**config.mk**
```make
export PLATFORM = sky130hd
export DESIGN_NAME = boxcar_decimator_flat
export DESIGN_NICKNAME = d
export VERILOG_FILES = /design/src/rtl/boxcar_decimator_if.sv /design/src/rtl/boxcar_decimator.sv /design/src/flat_wrapper.sv
export SDC_FILE = /design/constraint.sdc
export NUM_CORES = 1
export LEC_CHECK = 0
export ABC_CLOCK_PERIOD_IN_PS = 3400
export BUFFER_PORTS_ARGS = -buffer_cell sky130_fd_sc_hd__buf_2
export CAP_MARGIN = 10
export CORE_MARGIN = 3
export CORE_UTILIZATION = 40
export CTS_BUF_LIST = sky130_fd_sc_hd__clkbuf_16
export CTS_CLUSTER_SIZE = 10
export DETAILED_ROUTE_END_ITERATION = 8
export HOLD_SLACK_MARGIN = 0.15
export MAX_ROUTING_LAYER = met4
export SLEW_MARGIN = 20
export SYNTH_ARGS = -nofsm -noshare
export SYNTH_HDL_FRONTEND = slang
export SYNTH_SLANG_ARGS = --single-unit
```
**constraint.sdc**
```tcl
create_clock -name clk -period 3.4 [get_ports clk]
set_input_delay 0.68 -clock clk [delete_from_list [all_inputs] [get_ports clk]]
set_output_delay 0.68 -clock clk [all_outputs]
set_load 0.02 [all_outputs]
```
**src/rtl/boxcar_decimator_if.sv**
```systemverilog
// boxcar_decimator_if: sample-stream and decimated-output bundle for the
// boxcar decimator.
//
// Parameters:
//   IN_WIDTH  - input sample width (unsigned)
//   L2_DECIM  - log2 of the decimation factor
// Signals:
//   in_valid  - qualifies in_data this cycle            (master -> slave)
//   in_data   - unsigned input sample, IN_WIDTH bits     (master -> slave)
//   sync      - window restart, only with BOXCAR_SYNC_EN (master -> slave)
//   out_data  - last completed window sum, OUT_WIDTH bits (slave -> master)
//   out_stb   - one-cycle pulse marking a new out_data   (slave -> master)
// Optional feature macro: BOXCAR_SYNC_EN (adds the sync signal).
interface boxcar_decimator_if #(
    parameter int IN_WIDTH = 26,
    parameter int L2_DECIM = 4
);
    localparam int OUT_WIDTH = IN_WIDTH + L2_DECIM;

    logic                 in_valid;
    logic [IN_WIDTH-1:0]  in_data;
`ifdef BOXCAR_SYNC_EN
    logic                 sync;
`endif
    logic [OUT_WIDTH-1:0] out_data;
    logic                 out_stb;

`ifdef BOXCAR_SYNC_EN
    modport master (output in_valid, in_data, sync, input  out_data, out_stb);
    modport slave  (input  in_valid, in_data, sync, output out_data, out_stb);
`else
    modport master (output in_valid, in_data, input  out_data, out_stb);
    modport slave  (input  in_valid, in_data, output out_data, out_stb);
`endif
endinterface

```
**src/rtl/boxcar_decimator.sv**
```systemverilog
// boxcar_decimator: sums each non-overlapping window of 2^L2_DECIM valid
// samples and emits the full-precision sum with a one-cycle strobe.
//
// Parameters:
//   IN_WIDTH  - input sample width (unsigned), default 26
//   L2_DECIM  - log2 of decimation factor N, legal 0..8, default 4
//   OUT_WIDTH - derived localparam, IN_WIDTH + L2_DECIM
// Ports:
//   clk - clock, rising edge
//   rst - asynchronous active-high reset
//   bus - boxcar_decimator_if.slave: in_valid, in_data, [sync],
//         out_data (registered window sum), out_stb (one-cycle pulse)
// Optional feature macro: BOXCAR_SYNC_EN adds the sync window-restart input.
module boxcar_decimator #(
    parameter int IN_WIDTH = 26,
    parameter int L2_DECIM = 4
) (
    input logic               clk,
    input logic               rst,
    boxcar_decimator_if.slave bus
);
    localparam int OUT_WIDTH = IN_WIDTH + L2_DECIM;
    // With L2_DECIM=0 the counter is a single bit that stays at zero.
    localparam int CNT_W = (L2_DECIM == 0) ? 1 : L2_DECIM;
    localparam logic [CNT_W-1:0] CNT_LAST = CNT_W'((1 << L2_DECIM) - 1);
    localparam logic [CNT_W-1:0] CNT_ONE  = CNT_W'(1);

    logic [OUT_WIDTH-1:0] acc_q, acc_d;
    logic [OUT_WIDTH-1:0] out_q, out_d;
    logic [CNT_W-1:0]     cnt_q, cnt_d;
    logic                 stb_q, stb_d;

    logic [OUT_WIDTH-1:0] in_ext_w;
    logic [OUT_WIDTH-1:0] sum_w;
    logic                 last_w;

    assign in_ext_w = OUT_WIDTH'(bus.in_data);
    // N samples of (2^IN_WIDTH-1) fit exactly in OUT_WIDTH, so no carry out.
    assign sum_w    = acc_q + in_ext_w;
    // For N=1 CNT_LAST is zero and cnt never leaves zero: every sample closes a window.
    assign last_w   = (cnt_q == CNT_LAST);

    always_comb begin
        acc_d = acc_q;
        cnt_d = cnt_q;
        out_d = out_q;
        stb_d = 1'b0;
`ifdef BOXCAR_SYNC_EN
        // sync outranks window completion: the partial window is dropped and
        // the current sample (if any) opens a fresh window.
        if (bus.sync) begin
            acc_d = '0;
            cnt_d = '0;
            if (bus.in_valid) begin
                if (L2_DECIM == 0) begin
                    out_d = in_ext_w;
                    stb_d = 1'b1;
                end else begin
                    acc_d = in_ext_w;
                    cnt_d = CNT_ONE;
                end
            end
        end else
`endif
        if (bus.in_valid) begin
            if (last_w) begin
                out_d = sum_w;
                stb_d = 1'b1;
                acc_d = '0;
                cnt_d = '0;
            end else begin
                acc_d = sum_w;
                cnt_d = cnt_q + CNT_ONE;
            end
        end
    end

    always_ff @(posedge clk or posedge rst) begin
        if (rst) begin
            acc_q <= '0;
            cnt_q <= '0;
            out_q <= '0;
            stb_q <= 1'b0;
        end else begin
            acc_q <= acc_d;
            cnt_q <= cnt_d;
            out_q <= out_d;
            stb_q <= stb_d;
        end
    end

    assign bus.out_data = out_q;
    assign bus.out_stb  = stb_q;
endmodule

```
**src/flat_wrapper.sv**
```systemverilog
// flat-port wrapper written by rule: the top's interface ports become plain ports
module boxcar_decimator_flat 
#(
    parameter int IN_WIDTH = 26,
    parameter int L2_DECIM = 4
)
  (clk, rst, bus_in_valid, bus_in_data, bus_out_data, bus_out_stb);
  boxcar_decimator_if #(.IN_WIDTH(IN_WIDTH), .L2_DECIM(L2_DECIM)) bus_i ();
  input logic clk;
  input logic rst;
  input wire logic [$bits(bus_i.in_valid)-1:0] bus_in_valid;
  input wire logic [$bits(bus_i.in_data)-1:0] bus_in_data;
  output wire logic [$bits(bus_i.out_data)-1:0] bus_out_data;
  output wire logic [$bits(bus_i.out_stb)-1:0] bus_out_stb;
  assign bus_i.in_valid = bus_in_valid;
  assign bus_i.in_data = bus_in_data;
  assign bus_out_data = bus_i.out_data;
  assign bus_out_stb = bus_i.out_stb;
  boxcar_decimator #(.IN_WIDTH(IN_WIDTH), .L2_DECIM(L2_DECIM)) u_core (.clk(clk), .rst(rst), .bus(bus_i));
endmodule
```
Word level (Yosys, flattened, before mapping)
Cells that the tools add are included.
Widths: inputs -> output; s select.
Storage, ports and cells
  flip-flop bits (word level): 65
  input bits: 29
  logic and storage cells: 12
Operators by class
  add/sub/neg operators: 2
  equal/unequal tests: 1
  multiplexer cells: 4
  reduce and logical (&&, ||, !) cells: 1
Operator list (count)
  $add 30x26->30: 1
  $mux 30: 1
  $add 4x1->4 const B: 1
  $eq 4x4->1 const B: 1
  $mux 4: 1
  $mux 1: 2
  $reduce_and 2->1: 1

Logic depth before layout (Yosys ltp)
  depth in word-level cells: 3
  mapped depth: 11

Worst setup path after synthesis
Ideal clock, no wire load.
  path type: input to register
  from: input bus_in_data[0]
  to: register u_core.acc_q[28]
  library setup time: 121 ps
  arrival time: 2524 ps
  path slack: 755 ps
  stages on the path: 11
  path buffers: 0
  cell sequence: ha_1 inv_1 fa_1 nand2b_1 a21o_1 a31oi_1 nand4b_1 a31oi_1 nor2_1 o21ai_0 a22o_1
On the way
  longest elaborated chain between the ends: 2
Ends and longest elaborated chain
  from (decl): RTL line flat_wrapper.sv:12  | input wire logic [$bits(bus_i.in_data)-1:0] bus_in_data;
  $add 30x26->30: RTL line boxcar_decimator.sv:39  | assign sum_w = acc_q + in_ext_w;
  $mux 30: RTL line boxcar_decimator.sv:66  | if (last_w) begin
  to (signal assigned): RTL line boxcar_decimator.sv:80  | acc_q <= '0;
  to (signal assigned): RTL line boxcar_decimator.sv:85  | acc_q <= acc_d;
  to (decl): RTL line boxcar_decimator.sv:28  | logic [OUT_WIDTH-1:0] acc_q, acc_d;
Every way passes these cells.
A chain may end at the register's enable or synchronous reset.

Final worst setup path
  from: input bus_in_data[0]
  to: register u_core.out_q[24] (netlist: u_core.bus.out_data[24])
On the way
  longest elaborated chain between the ends: 1
Ends and longest elaborated chain
  $add 30x26->30: RTL line boxcar_decimator.sv:39
  to (signal assigned): RTL line boxcar_decimator.sv:87  | out_q <= out_d;
  to (decl): RTL line boxcar_decimator.sv:29  | logic [OUT_WIDTH-1:0] out_q, out_d;
Every way passes these cells.

==> reports/metrics.csv <==
stage,metric,value,unit
run_status,status,finished clean,
worst_hold_path,Worst Hold Class,in2async,
layout,share of layout cells above drive strength 1,18.3,%
grt,wire length of the first global-routing pass,16100,um
clock_network,H-tree depth,3,
yosys,area share of the largest cell type after synthesis,41.2,%
layout,# diodes,0,
clock_network,CTS Buf Count,9,
worst_setup_path,Setup CP Type,in2reg,
pwr,LEAKAGE,2.12,nW
yosys,Mapped Cells,424,
yosys,Unique masters post-synth,54,
floorplanning,Die Y,105,um
sta,min cycle time layout,2.83,ns
placed_design,routability cong.,0.851,
yosys,"FFs w/ async S/R, synth",100,%
floorplanning,initial core utilization,41.9,%
layout,"Core Util, Final",49.8,%
yosys,share of the yosys chip area belonging to registers,41.2,%
yosys,ys flop type,dfrtp_1,
clock_network,cts-stage hold buffer count,0,
worst_setup_path,CP startpoint kind,primary input,
placed_design,Place WS,0.342,ns
clock_network,post_cts resized,0,
yosys,Yosys top cell by area,dfrtp_1,
worst_setup_path,Worst R2R Path Depth,11,
yosys,ranking of synthesized cells by area,"dfrtp_1 41%, ha_1 8.6%, o21ai_0 5.8%",
sta,period utilization,83.2,%
layout,area of the multi-input gates,2170,sq um
grt,antenna violations before repair,0,
route,vias after detailed routing,3334,
sta,hold_ws,0.470,ns
floorplanning,# IOs,60,
clock_network,post-CTS setup buffers,0,
route,initial DRC count,84,
sta,RSZ-0062 raised after global routing,no,
grt,vias in the first global route,3389,
floorplanning,Die Span X,105,um
floorplanning,core outline area,9420,sq um
floorplanning,die area,11100,sq um
worst_setup_path,Reg2Reg Setup Slack,0.65,ns
sta,Slew Limit Fails,0,
yosys,"EDFF count, synth",0,
worst_setup_path,"Largest stage delay, worst path",0.39,ns
sta,Slew @ Worst Pin,0.741,ns
flow_run,max cap viols,0,
clock_network,clk root buf,clkbuf_16,
layout,Non-Filler Instances,611,
clock_network,TritonCTS clock tree,yes,
worst_setup_path,CP max stage cell,fa_1,
clock_network,Clock Pin Slew Worst Setup and Hold Paths,0.06,ns
clock_network,CTS Sinks,65,
route,1st-pass router iterations,4,
yosys,mapped cell area,3940,sq um
grt,gr usage total,18.2,%
route,detailed-route DRC error count,0,
sta,post-route worst setup slack,0.572,ns
route,Vias/cell,5.46,
worst_setup_path,"Data arrival, critical path",3.08,ns
layout,"commonest cells after routing, fill and taps aside","65 x dfrtp_1, 59 x buf_2, 47 x nand2_1",
sta,Slew Limit Headroom,50.6,%
worst_setup_path,CP most frequent cell,nor3_1,
worst_setup_path,Worst Path Max Fanout,4,
yosys,Yosys reg bits,65,
clock_network,CTS max path bufs,2,
sta,Fin Setup TNS,0,ns
grt,grt ovf,0,
placed_design,IO Port Bufs,59,
route,average wire per standard cell,15.2,um
sta,Clock Skew,0.00821,ns
pwr,maximum VDD drop,431,uV
floorplanning,Rows,35,
layout,Nets,534,
grt,largest net degree at the start of global routing,39,
yosys,Yosys Warn Count,0,
route,Routed WL,9260,um
placed_design,DP Wirelength,6670,um
placed_design,Inst Count DP,595,
layout,fillers,920,
yosys,post-synth net total,481,
sta,final-report hold violation count,0,
worst_setup_path,Worst EP required,3.65,ns
pwr,pwr dens,1040,nW/um^2
sta,FMAX,354,MHz
clock_network,worst skew pair latency,0.33,ns
worst_setup_path,nature of the critical path endpoint,flop,
layout,"commonest non-fill, non-tap cell in the layout",dfrtp_1,
layout,Synth-to-Final Area Change,19.0,%
yosys,Synth Area per Inst,9.30,sq um
layout,Seq. cell area,1630,sq um
sta,# setup viols final,0,
route,post-route antenna net violation count,0,
worst_setup_path,CP cell instances,buf_2 > ha_1 > inv_1 > fa_1 > nand2b_1 > a21o_1 > a31oi_1 > o211ai_1 > nor3_1 > nor3_1 > xor2_1 > o21ai_0,
## cells in the mapped netlist (2+ instances only)
master,count
dfrtp_1,65
nand2_1,48
o21ai_0,46
a21oi_1,35
ha_1,27
nor2_1,26
o2bb2ai_1,22
xor2_1,18
clkbuf_1,12
inv_1,10
nand4_1,10
xnor2_1,9
a21o_1,8
nand3_1,8
a31oi_1,6
o211ai_1,6
nand2b_1,5
nor3_1,5
a22o_1,4
buf_4,4
o21a_1,4
nand4b_1,3
nor2b_1,3
o31ai_1,3
a211o_1,2
a211oi_1,2
a21boi_0,2
buf_2,2
buf_6,2
mux2i_1,2
or4_1,2
## report_power, final
part | leakage, nW | total (mW) | internal [mW] | switching [mW]
combinational | 1.14 | 2.43 | 0.940 | 1.49
clock | 0.174 | 1.12 | 0.783 | 0.335
sequential | 0.804 | 1.33 | 1.13 | 0.205
## metal layers
| metal | track usage [%] | vias up | share of wire (%) |
|---|---|---|---|
| met5 | - | - | 0 |
| li1 | - | 1667 | - |
| met3 | 3.80 | 14 | 3.8 |
| met2 | 28.6 | 72 | 47 |
| met1 | 23.6 | 1581 | 48 |
| met4 | 5.81 | 0 | 1.5 |
## state kept, by name, indices dropped and copies added, names as in the netlist
register and cells:
u_core.acc_q 30, u_core.bus.out_data 30, u_core.cnt_q 4, u_core.bus.out_stb 1
## per-stage QoR
stage | instance area (sq um) | power, mW
after floorplan | 3940 | 3.20
after global placement | 4330 | 3.72
after detailed placement | 4330 | 3.76
after CTS | 4690 | 4.91
after global routing | 4690 | 5.29
final | 4690 | 4.88
## area by class of cell
type / instances / area share, %
flip-flops and latches: 65 / 34.7
repair buffers: 63 / 7.20
multi-input cells: 327 / 46.2
well taps: 129 / 3.44
inverters: 11 / 0.880
clock buffers: 9 / 4.80
clock inverters: 7 / 2.83
## worst max-delay path, delay by kind of cell
family          cells  cell delay, ns
compound gates      4            0.90
xor+xnor            1            0.16
fa+ha+maj           2            0.56
buf+inv             2            0.14
simple gates        3            0.64
## worst paths after layout
path	start	endpoint
worst max-delay path	bus_in_data[0]	u_core.bus.out_data[24]
worst min-delay path	rst	u_core.bus.out_data[3]
worst max register to register	u_core.acc_q[0]	u_core.bus.out_data[24]
worst min register to register	u_core.bus.out_data[20]	u_core.bus.out_data[20]
max in group asynchronous	rst	u_core.acc_q[20]
min in group clk	u_core.bus.out_data[20]	u_core.bus.out_data[20]
## cells by family (layout without fill, tap and decap cells)
group / Yosys count / after routing / synth area share (%)
buf+inv: 32 / 90 / 3.87
xor+xnor: 27 / 27 / 6.00
fa+ha+maj: 28 / 28 / 9.07
compound gates: 151 / 151 / 24.6
flops: 65 / 65 / 41.2
mux: 3 / 3 / 0.793
simple gates: 118 / 118 / 14.4
No activity file was read; power rests on OpenSTA's default activity.
